==> src/rtl/switch_debounce_pkg.sv <==
// switch_debounce_pkg: shared switch sizing, debounce defaults and switch peripheral address offsets.
package switch_debounce_pkg;
    localparam int SWITCH_NBITS        = 24;
    localparam int SWITCH_TICK_DIV     = 23000;
    localparam int SWITCH_STABLE_TICKS = 8;
    localparam logic [3:0] SWITCH_DATA_OFF = 4'h0;
    localparam logic [3:0] SWITCH_CHG_OFF  = 4'h4;

    function automatic int cnt_width(input int stable_ticks);
        return $clog2(stable_ticks) + 1;
    endfunction
endpackage

==> src/rtl/debounce_bit.sv <==
// debounce_bit: 2-FF synchronizer plus tick-driven stability filter for one switch pin.
module debounce_bit
    import switch_debounce_pkg::*;
#(
    parameter int STABLE_TICKS = SWITCH_STABLE_TICKS
) (
    input  logic clk_i,
    input  logic rst_i,
    input  logic tick_i,
    input  logic raw_i,
    output logic stable_o,
    output logic commit_o
);
    localparam int CW = cnt_width(STABLE_TICKS);
    localparam logic [CW-1:0] LAST = CW'(STABLE_TICKS - 1);

    logic sync1_q, sync2_q, stable_q, stable_d, diff;
    logic [CW-1:0] cnt_q, cnt_d;

    assign diff     = sync2_q != stable_q;
    assign commit_o = tick_i && diff && cnt_q == LAST;
    assign stable_o = stable_q;

    // any tick that sees the settled level restarts the run
    always_comb begin
        cnt_d    = !tick_i ? cnt_q : (!diff || commit_o) ? '0 : cnt_q + CW'(1);
        stable_d = commit_o ? sync2_q : stable_q;
    end

    always_ff @(posedge clk_i) begin
        if (rst_i) begin
            sync1_q  <= 1'b0;
            sync2_q  <= 1'b0;
            cnt_q    <= '0;
            stable_q <= 1'b0;
        end else begin
            sync1_q  <= raw_i;
            sync2_q  <= sync1_q;
            cnt_q    <= cnt_d;
            stable_q <= stable_d;
        end
    end
endmodule

==> src/rtl/switch_debounce.sv <==
// switch_debounce: per-bit debounced DIP switches with a shared sample prescaler and change reporting.
module switch_debounce
    import switch_debounce_pkg::*;
#(
    parameter int NBITS        = SWITCH_NBITS,
    parameter int TICK_DIV     = SWITCH_TICK_DIV,
    parameter int STABLE_TICKS = SWITCH_STABLE_TICKS
) (
    input  logic             switclk,
    input  logic             switrst,
    input  logic [NBITS-1:0] switch_raw,
    input  logic             chg_clr,
    output logic [NBITS-1:0] switch_o,
    output logic             switch_chg,
    output logic [NBITS-1:0] chg_mask
);
    localparam int PW = $clog2(TICK_DIV);
    localparam logic [PW-1:0] PLAST = PW'(TICK_DIV - 1);

    logic [PW-1:0] pcnt_q, pcnt_d;
    logic [NBITS-1:0] commit, mask_q, mask_d;
    logic tick, chg_q, chg_d;

    assign tick = pcnt_q == PLAST;

    for (genvar i = 0; i < NBITS; i++) begin : g_bit
        debounce_bit #(.STABLE_TICKS(STABLE_TICKS)) u_bit (
            .clk_i   (switclk),
            .rst_i   (switrst),
            .tick_i  (tick),
            .raw_i   (switch_raw[i]),
            .stable_o(switch_o[i]),
            .commit_o(commit[i])
        );
    end

    // a commit in the clear cycle survives so no change is ever lost
    always_comb begin
        pcnt_d = tick ? '0 : pcnt_q + PW'(1);
        chg_d  = |commit;
        mask_d = (chg_clr ? '0 : mask_q) | commit;
    end

    always_ff @(posedge switclk) begin
        if (switrst) begin
            pcnt_q <= '0;
            chg_q  <= 1'b0;
            mask_q <= '0;
        end else begin
            pcnt_q <= pcnt_d;
            chg_q  <= chg_d;
            mask_q <= mask_d;
        end
    end

    assign switch_chg = chg_q;
    assign chg_mask   = mask_q;
endmodule

==> config.mk <==
export PLATFORM = sky130hd
export DESIGN_NAME = switch_debounce
export DESIGN_NICKNAME = d
export VERILOG_FILES = /design/src/rtl/switch_debounce_pkg.sv /design/src/rtl/debounce_bit.sv /design/src/rtl/switch_debounce.sv
export SDC_FILE = /design/constraint.sdc
export NUM_CORES = 1
export LEC_CHECK = 0
export ABC_AREA = 1
export BUFFER_PORTS_ARGS = -buffer_cell sky130_fd_sc_hd__buf_2
export CORE_UTILIZATION = 55
export DETAILED_ROUTE_END_ITERATION = 8
export PLACE_DENSITY_LB_ADDON = 0.15
export SLEW_MARGIN = 30
export SYNTH_ARGS = -nofsm -noshare
export SYNTH_HDL_FRONTEND = slang
export SYNTH_SLANG_ARGS = --single-unit
==> constraint.sdc <==
create_clock -name switclk -period 3.3 [get_ports switclk]
set_input_delay 0.66 -clock switclk [delete_from_list [all_inputs] [get_ports switclk]]
set_output_delay 0.66 -clock switclk [all_outputs]
set_load 0.005 [all_outputs]
==> results of run 1 <==
==> worst min-delay path by stage <==
stage                                    endpoint  slack [ns]  cells past startpoint
6_report       g_bit[17].u_bit.sync1_q$_SDFF_PP0_        0.36                      3
5_1_grt         g_bit[8].u_bit.sync1_q$_SDFF_PP0_        0.35                      3
4_1_cts         g_bit[9].u_bit.sync1_q$_SDFF_PP0_        0.34                      3
3_5_place_dp   g_bit[18].u_bit.sync2_q$_SDFF_PP0_        0.39                      2
3_3_place_gp   g_bit[19].u_bit.sync2_q$_SDFF_PP0_        0.39                      2
2_1_floorplan   g_bit[0].u_bit.sync2_q$_SDFF_PP0_        0.39                      2
==> per-layer routing <==
layer  vias to the layer above  track usage  wire, um
li1                       3983            -         -
met2                       110        0.376      8830
met3                        24       0.0349       729
met1                      3403        0.309      9810
met5                         -            0         0
met4                         0       0.0530       301
==> cell usage after synthesis, drive strengths merged <==
| library cell | n | area share |
|---|---|---|
| nor4 | 7 | 0.014 |
| a31oi | 6 | 0.0040 |
| nand3 | 54 | 0.030 |
| nand3b | 1 | 0.00079 |
| nor3b | 1 | 0.0013 |
| nor3 | 35 | 0.028 |
| o31ai | 7 | 0.0093 |
| a21oi | 89 | 0.050 |
| xnor2 | 9 | 0.0083 |
| nand2 | 226 | 0.094 |
| xor2 | 19 | 0.018 |
| nor2 | 198 | 0.089 |
| o21ai | 74 | 0.039 |
| dfxtp | 208 | 0.44 |
| a211oi | 13 | 0.013 |
| nand4 | 17 | 0.011 |
| buf | 46 | 0.041 |
| ha | 25 | 0.033 |
| and3 | 6 | 0.0040 |
| clkinv | 3 | 0.0020 |
| or2 | 7 | 0.0046 |
| clkbuf | 18 | 0.0073 |
| inv | 149 | 0.059 |
==> power groups by stage <==
stage	clock [mW]	combinational [mW]	sequential, mW
6_report	2.38	0.154	2.56
5_1_grt	2.53	0.174	2.56
4_1_cts	2.43	0.155	2.56
3_5_place_dp	0	0.154	2.61
3_3_place_gp	0	0.153	2.61
2_1_floorplan	0	0.104	2.61
==> tightest hold or removal path: cells and delay by family <==
family | cells | cell delay, ns
buffers and inverters | 2 | 0.10
and+or+nand+nor | 1 | 0.06
==> cells by family after synthesis <==
family | after synthesis
and+or+nand+nor | 552
buffers and inverters | 216
DFF | 208
AOI/OAI and AO/OA | 189
xor gates and xnor gates | 28
adders and majority gates | 25
==> metrics by stage <==
step | utilization | cell area [um^2] | std cells | hold WS, ns | power, mW
after global placement | 0.584 | 9750 | 1460 | 0.389 | 2.76
final | 0.626 | 10500 | 1500 | 0.358 | 5.09
after floorplan | - | 9450 | 1218 | 0.388 | 2.71
after detailed placement | 0.584 | 9750 | 1460 | 0.395 | 2.77
after CTS | 0.626 | 10500 | 1500 | 0.344 | 5.14
after global routing | 0.626 | 10500 | 1500 | 0.352 | 5.27
==> area by class of cell <==
class,count,area share
clock buffer,34,0.0638
tap,220,0.0263
multi-input combinational,794,0.407
clock inverter,6,0.00347
inverter,152,0.0553
sequential,208,0.398
timing repair buffer,86,0.0453
==> flip-flops by register name (all words and copies together), names as in the netlist <==
signal,count
switch_chg,1
g_bit.u_bit.cnt_q,96
pcnt_q,15
g_bit.u_bit.sync2_q,24
g_bit.u_bit.stable_o,24
chg_mask,24
g_bit.u_bit.sync1_q,24
==> results.ini, run 1 <==
[status]
outcome = finished clean

[route]
dr.pass1.iters = 4
wl_per_cell_um = 13.1
wl_mm = 19.7
viasPerCell = 5.01
drt_iter0_drc = 368
postRouteAntennaNets = 0
drc = 0
vias = 7520

[yosys]
yosysUniqueCellTypes = 44
syn-num-nets = 1270
synth-seq-area-share = 0.441
synth-seq-cells = 208
yosysWarnings = 0
synthXorXnorAreaFrac = 0.0259
syn_avg_cell_area_um2 = 7.76
synth_fa_ha_area_frac = 0.0331
synth.mux.area_fraction = 0
synth_top_family_by_area = simple AND/OR/NAND/NOR gates
synthCells = 1218
synthSimpleGateAreaFrac = 0.276
synth_compound_area_frac = 0.115
syn-cell-area_um2 = 9450

[cts]
root_buffer = clkbuf_16
htree_levels = 1
cts.sinks = 208
cts.reportedPaths.clkPinSlew_ns = 0.06
cts_hold_buf = 0
clockBufferDepth = 3
cts_tree = done
clk_latency_ns = 0.50
numCtsBuffers = 22
cts_resized = 0
cts_setup_buffers = 0

[setup_path]
startpoint = pcnt_q[0]$_SDFF_PP0_
r2r-start = pcnt_q[0]$_SDFF_PP0_
crit_path_end_kind = register
crit_path_cell_trace = ha_1, nand2_2, clkinv_2, nand3_4, nor2_4, buf_4, o21ai_0, nand2_1, nor2_1, nand2_1, nor2_1, nor2_1
critPathKind = reg -> reg
crit_fanout = 31
crit_buf_inv = 2
cp.arrival_ns = 2.75
worst-path-stages = 12
regToRegSetupSlack_ns = 0.98
critical_path_required_ns = 3.74
reg2reg_depth = 12
critPathMaxStageDelay_ns = 0.44
r2r_end = switch_chg$_SDFF_PP0_
cp_top_family = simple AND/OR/NAND/NOR gates
crit_end = switch_chg$_SDFF_PP0_
cp_common_cell = nor2_1
crit_slowest_cell = buf_4
start_kind = register

[power]
intPower_mw = 3.98
power_density_nw_per_um2 = 487
combPwrFrac = 0.030
power_leakage_nw = 4.50
p_sw_frac = 0.217
power.share.clock = 0.467
vdd_drop_max_mv = 0.395
seq_power_share = 0.503
p_sw_mw = 1.11

[final_layout]
layout_commonest_cell = nand2_1
fillers = 1559
n_antenna_cell = 0
drive_gt1_frac = 0.158
syn_to_final_growth_pct = 10.6
multi_input_area_um2 = 4260
final_cell_mix = nand2_1 (219), dfxtp_1 (208), nor2_1 (182)
regArea_um2 = 4160
fin_nets = 1316

[timing]
fin_crit_sh = 0.702
relSlewSlack = 0.611
rsz0062_at_grt = false
setup_tns_ns = 0
hold_violations = 0
fin_ws_ns = 0.983
tightest_slew_ns = 0.583
final-max-slew-violation-count = 0
skew_ns = 0.00786
timing.fmax_ghz = 0.432
period_needed_ns = 2.32
setup-violations-final = 0

[placed_design]
dp_hpwl_mm = 13.2
io_buffer_count = 75
gp_congestion = 0.805
dp_slack_ns = 1.00

[grt]
grtUsageTotal = 0.227
grt_overflow = 0
antenna_found_initial = 0
grt_pass1_wl_mm = 33.1
grt_pass1_vias = 7024
grt_start_max_net_pins = 48

[die]
coreArea_um2 = 16700
die_area_um2 = 17700
fp.dieH_um = 133
die_w_um = 133
rows = 47
start_util = 0.566
pin_count = 76

[min_path]
hp-class = in -> reg
hold_start = switch_raw[17]

[run]
maxCapViolations = 0

(Power assumes the default switching activity.)
==> inputs of run 2 (changes only) <==
==> constraint.sdc (replaced) <==
create_clock -name switclk -period 2.3 [get_ports switclk]
set_input_delay 0.46 -clock switclk [delete_from_list [all_inputs] [get_ports switclk]]
set_output_delay 0.46 -clock switclk [all_outputs]
set_load 0.005 [all_outputs]
==> run 2 against run 1 <==
Routed wire length is 3.9% lower; die area unchanged; combinational power up 47%; clock power is 45% higher; critical path depth is 2 lower; non-clock buffer count increased by 11; setup slack worse by 0.78 ns; utilization rose by 0.76 points; sequential power increased by 43%; clock-buffer cell count decreased by 5; critical path type unchanged; highest routed layer unchanged.
==> results.ini, run 2 (same netlist as run 1, synthesis figures left out) <==
[route]
wl_met3_um = 723
dr.pass1.iters = 5
wl_per_cell_um = 12.5
postRouteAntennaNets = 0
vias = 7522
wl_met1_mm = 9.37
wl_mm = 18.9
routed.top_layer = met4
drt_iter0_drc = 334
drc = 0
met2RoutedLength_mm = 8.48
viasPerCell = 4.98

[cts]
htree_levels = 1
cts_setup_buffers = 0
clk_latency_ns = 0.50
cts_hold_buf = 0
clockBufferDepth = 3
cts_resized = 0
root_buffer = clkbuf_16
cts_tree = done
cts.reportedPaths.clkPinSlew_ns = 0.06
cts.sinks = 208
numCtsBuffers = 22

[power]
vdd_drop_max_mv = 0.726
power_leakage_nw = 4.58
power_density_nw_per_um2 = 694

[timing]
fin_crit_sh = 0.910
period_needed_ns = 2.09
setup-violations-final = 0
hold-worst-slack_ns = 0.157
relSlewSlack = 0.673
setup_tns_ns = 0
hold_violations = 0
skew_ns = 0.00562
timing.fmax_ghz = 0.478
final-max-slew-violation-count = 0
rsz0062_at_grt = false
tightest_slew_ns = 0.491

[placed_design]
gp_congestion = 0.816
io_buffer_count = 75
placed_cell_area_um2 = 9870
dp_hpwl_mm = 13.0

[setup_path]
r2r-start = pcnt_q[0]$_SDFF_PP0_
critical_path_required_ns = 2.69
critPathKind = reg -> reg
start_kind = register
crit_path_end_kind = register
critPathMaxStageDelay_ns = 0.40
crit_slowest_cell = dfxtp_1
startpoint = pcnt_q[0]$_SDFF_PP0_
crit_path_cell_trace = ha_1, nand2_2, clkinv_2, nand2_2, nor2_8, nand2_8, buf_4, nor2_2, xor2_1, a21oi_1
cp.arrival_ns = 2.48
crit_fanout = 37
cp_common_cell = nand2_2

[die]
pin_count = 76
start_util = 0.566
fp.dieH_um = 133
coreArea_um2 = 16700
rows = 47
die_w_um = 133
die_area_um2 = 17700

[final_layout]
n_antenna_cell = 0
drive_gt1_frac = 0.167
syn_to_final_growth_pct = 11.9
final_cell_mix = nand2_1 (219), dfxtp_1 (208), nor2_1 (182)
layout_commonest_cell = nand2_1
fillers = 1504
fin_nets = 1327
largest_reg_flops = 96
design_area_um2 = 10600
largest-register = g_bit.u_bit.cnt_q

[grt]
grt_start_max_net_pins = 38
grt_overflow = 0
grt_pass1_wl_mm = 32.1
grt_pass1_vias = 6894
antenna_found_initial = 0
grtUsageTotal = 0.218

[min_path]
hp-class = in -> reg
hold_start = switch_raw[17]

[run]
maxCapViolations = 0

[status]
outcome = finished clean

## run 2: report_power, final
part / switching [mW] / internal, mW / total [mW] / leakage [nW]
clock network: 1.39 / 2.05 / 3.45 / 0.356
registers: 0.0219 / 3.65 / 3.67 / 1.69
logic: 0.149 / 0.0769 / 0.226 / 2.53
total: 1.56 / 5.78 / 7.34 / 4.58
## run 2: through the flow
stage          cells  total power [mW]   util  setup slack [ns]
2_1_floorplan   1218              3.89      -             0.613
3_3_place_gp    1471              3.97  0.591             0.289
3_5_place_dp    1471              3.98  0.591             0.208
4_1_cts         1509              7.42  0.633             0.201
5_1_grt         1509              7.60  0.633            0.0509
6_report        1509              7.34  0.633             0.208
## run 2: worst max-delay path: cells and delay by family (launching register included)
kind                       cells  cell delay, ns
xor gates and xnor gates       1            0.17
and+or+nand+nor                5            0.68
DFF                            1            0.40
AOI/OAI and AO/OA              1            0.05
adders and majority gates      1            0.25
buffers and inverters          2            0.41
## run 2: per-layer routing
layer  vias to the layer above  GRT usage
met3                        23     0.0330
met4                         0     0.0524
met2                       115      0.362
li1                       3987          -
met1                      3397      0.298
met5                         -          0
## run 2: final timing paths
kind | slack [ns] | cells after the start | end
min | 0.16 | 3 | g_bit[17].u_bit.sync1_q$_SDFF_PP0_
max | 0.21 | 10 | g_bit[21].u_bit.cnt_q[2]$_SDFFE_PP0P_
max reg2reg | 0.21 | 10 | g_bit[21].u_bit.cnt_q[2]$_SDFFE_PP0P_
min reg2reg | 0.40 | 2 | g_bit[6].u_bit.sync2_q$_SDFF_PP0_
## run 2: cell type report
cell class | instances | area [um^2] | area share
repair buffers | 97 | 593 | 0.0561
inverters | 152 | 578 | 0.0546
clock buffers | 29 | 638 | 0.0603
clock inverters | 9 | 72.6 | 0.00686
flip-flops and latches | 208 | 4160 | 0.394
multi-input cells | 794 | 4260 | 0.402
well taps | 220 | 275 | 0.0260
==> inputs of run 3 (changes only) <==
--- a/config.mk
+++ b/config.mk
@@ -6,9 +6,9 @@
 export NUM_CORES = 1
 export LEC_CHECK = 0
 export ABC_AREA = 1
-export BUFFER_PORTS_ARGS = -buffer_cell sky130_fd_sc_hd__buf_2
 export CORE_UTILIZATION = 55
 export DETAILED_ROUTE_END_ITERATION = 8
+export DONT_BUFFER_PORTS = 1
 export PLACE_DENSITY_LB_ADDON = 0.15
 export SLEW_MARGIN = 30
 export SYNTH_ARGS = -nofsm -noshare
==> run 3 against run 2 <==
Utilization decreased by 2.7 points; final area is 4.3% lower; via count shrank 3.8%; critical path depth unchanged; highest routed layer unchanged.
==> results.ini, run 3 (same netlist as run 1, synthesis figures left out) <==
[status]
outcome = finished clean

[die]
pin_count = 76
die_area_um2 = 17700
die_w_um = 133
fp.dieH_um = 133
coreArea_um2 = 16700
rows = 47
start_util = 0.566

[cts]
htree_levels = 1
clockBufferDepth = 3
cts_setup_buffers = 0
clk_latency_ns = 0.51
cts_resized = 0
root_buffer = clkbuf_16
cts.reportedPaths.clkPinSlew_ns = 0.06
cts.sinks = 208
numCtsBuffers = 22
cts_hold_buf = 0
cts_tree = done

[placed_design]
dp_hpwl_mm = 12.7
placed_cells = 1388
io_buffer_count = 0
gp_congestion = 0.843

[power]
p_sw_mw = 1.54
vdd_drop_max_mv = 0.692
combPwrFrac = 0.023
power_leakage_nw = 4.15
power_density_nw_per_um2 = 723
intPower_mw = 5.77
seq_power_share = 0.501
power.share.clock = 0.476
p_sw_frac = 0.211

[route]
drc = 0
postRouteAntennaNets = 0
vias = 7234
wl_mm = 18.8
dr.pass1.iters = 4
drt_iter0_drc = 354
wl_per_cell_um = 13.2
viasPerCell = 5.07

[timing]
period_needed_ns = 2.04
fin_crit_sh = 0.888
hold_violations = 0
final-max-slew-violation-count = 0
relSlewSlack = 0.731
timing.fmax_ghz = 0.490
skew_ns = 0.0160
setup-violations-final = 0
tightest_slew_ns = 0.403
setup_tns_ns = 0
rsz0062_at_grt = false

[setup_path]
critical_path_required_ns = 2.74
crit_path_end_kind = register
cp.arrival_ns = 2.48
start_kind = register
critPathKind = reg -> reg
reg2reg_depth = 10
r2r-start = pcnt_q[0]$_SDFF_PP0_
crit_fanout = 29
r2r_end = g_bit[5].u_bit.cnt_q[0]$_SDFFE_PP0P_
regToRegSetupSlack_ns = 0.26

[grt]
grtUsageTotal = 0.218
grt_pass1_wl_mm = 31.7
grt_start_max_net_pins = 102
antenna_found_initial = 0
grt_overflow = 0
grt_pass1_vias = 6591

[final_layout]
largest-register = g_bit.u_bit.cnt_q
fillers = 1524
fin_nets = 1244
drive_gt1_frac = 0.107
n_antenna_cell = 0
fin_cells = 1427
layout_commonest_cell = nand2_1
final_cell_mix = nand2_1 (219), dfxtp_1 (208), nor2_1 (182)
largest_reg_flops = 96
syn_to_final_growth_pct = 7.10

[run]
maxCapViolations = 0

[min_path]
hold_depth = 1
hp-class = in -> reg
hold_start = switrst
worstHoldEndpoint = chg_mask[16]$_SDFF_PP0_

run 3: changes by cell type in the layout (fill, tap and decap cells not counted), sizes merged:
cell,previous run,this run
clkbuf,29,34
buf,97,14
clkinvlp,1,0
clkinv,10,7
run 3: worst max path at each step:
stage                               startpoint                              endpoint  slack [ns]
after floorplan           pcnt_q[0]$_SDFF_PP0_  g_bit[3].u_bit.cnt_q[3]$_SDFFE_PP0P_        0.61
after global placement    pcnt_q[0]$_SDFF_PP0_  g_bit[3].u_bit.cnt_q[0]$_SDFFE_PP0P_        0.32
after detailed placement  pcnt_q[0]$_SDFF_PP0_  g_bit[3].u_bit.cnt_q[0]$_SDFFE_PP0P_        0.26
after CTS                 pcnt_q[0]$_SDFF_PP0_  g_bit[5].u_bit.cnt_q[0]$_SDFFE_PP0P_        0.25
after global routing      pcnt_q[0]$_SDFF_PP0_  g_bit[9].u_bit.cnt_q[0]$_SDFFE_PP0P_        0.07
final                     pcnt_q[0]$_SDFF_PP0_  g_bit[5].u_bit.cnt_q[0]$_SDFFE_PP0P_        0.26
run 3: area by class of cell:
type	count	area [um^2]	area share
inverter	152	578	0.0571
clock buffer	34	656	0.0648
sequential	208	4160	0.411
multi-input combinational	794	4260	0.421
clock inverter	5	61.3	0.00606
timing repair buffer	14	130	0.0129
tap	220	275	0.0272
run 3: stage by stage:
| step | utilization | total power [mW] | setup WS [ns] | hold slack, ns | instance area [um^2] |
|---|---|---|---|---|---|
| final | 0.606 | 7.32 | 0.258 | 0.0511 | 10100 |
| after CTS | 0.606 | 7.40 | 0.254 | 0.0150 | 10100 |
| after detailed placement | 0.563 | 3.91 | 0.263 | 0.393 | 9400 |
| after global placement | 0.563 | 3.91 | 0.317 | 0.389 | 9400 |
| after global routing | 0.606 | 7.57 | 0.0744 | 0.0253 | 10100 |
| after floorplan | - | 3.89 | 0.613 | 0.388 | 9450 |
run 3: power groups by stage:
stage / clock network, mW / registers (mW) / logic [mW]
6_report: 3.48 / 3.67 / 0.165
5_1_grt: 3.71 / 3.67 / 0.190
4_1_cts: 3.57 / 3.67 / 0.168
3_5_place_dp: 0 / 3.75 / 0.167
3_3_place_gp: 0 / 3.75 / 0.166
2_1_floorplan: 0 / 3.74 / 0.149
run 3: worst max-delay path, cell delays in order, from the launching register on:
cell,delay [ns]
dfxtp_1,0.39
ha_1,0.25
nand2_2,0.08
clkinv_2,0.09
nand2_2,0.09
nor2_8,0.14
nand2_8,0.19
nor2_8,0.33
buf_4,0.23
nand3_1,0.08
o21ai_1,0.08
run 3: per-layer routing:
metal	track usage	up-vias	part of all wire
met1	0.294	3276	0.50
met3	0.0395	25	0.039
li1	-	3833	-
met5	0	-	0
met2	0.361	100	0.45
met4	0.0473	0	0.016
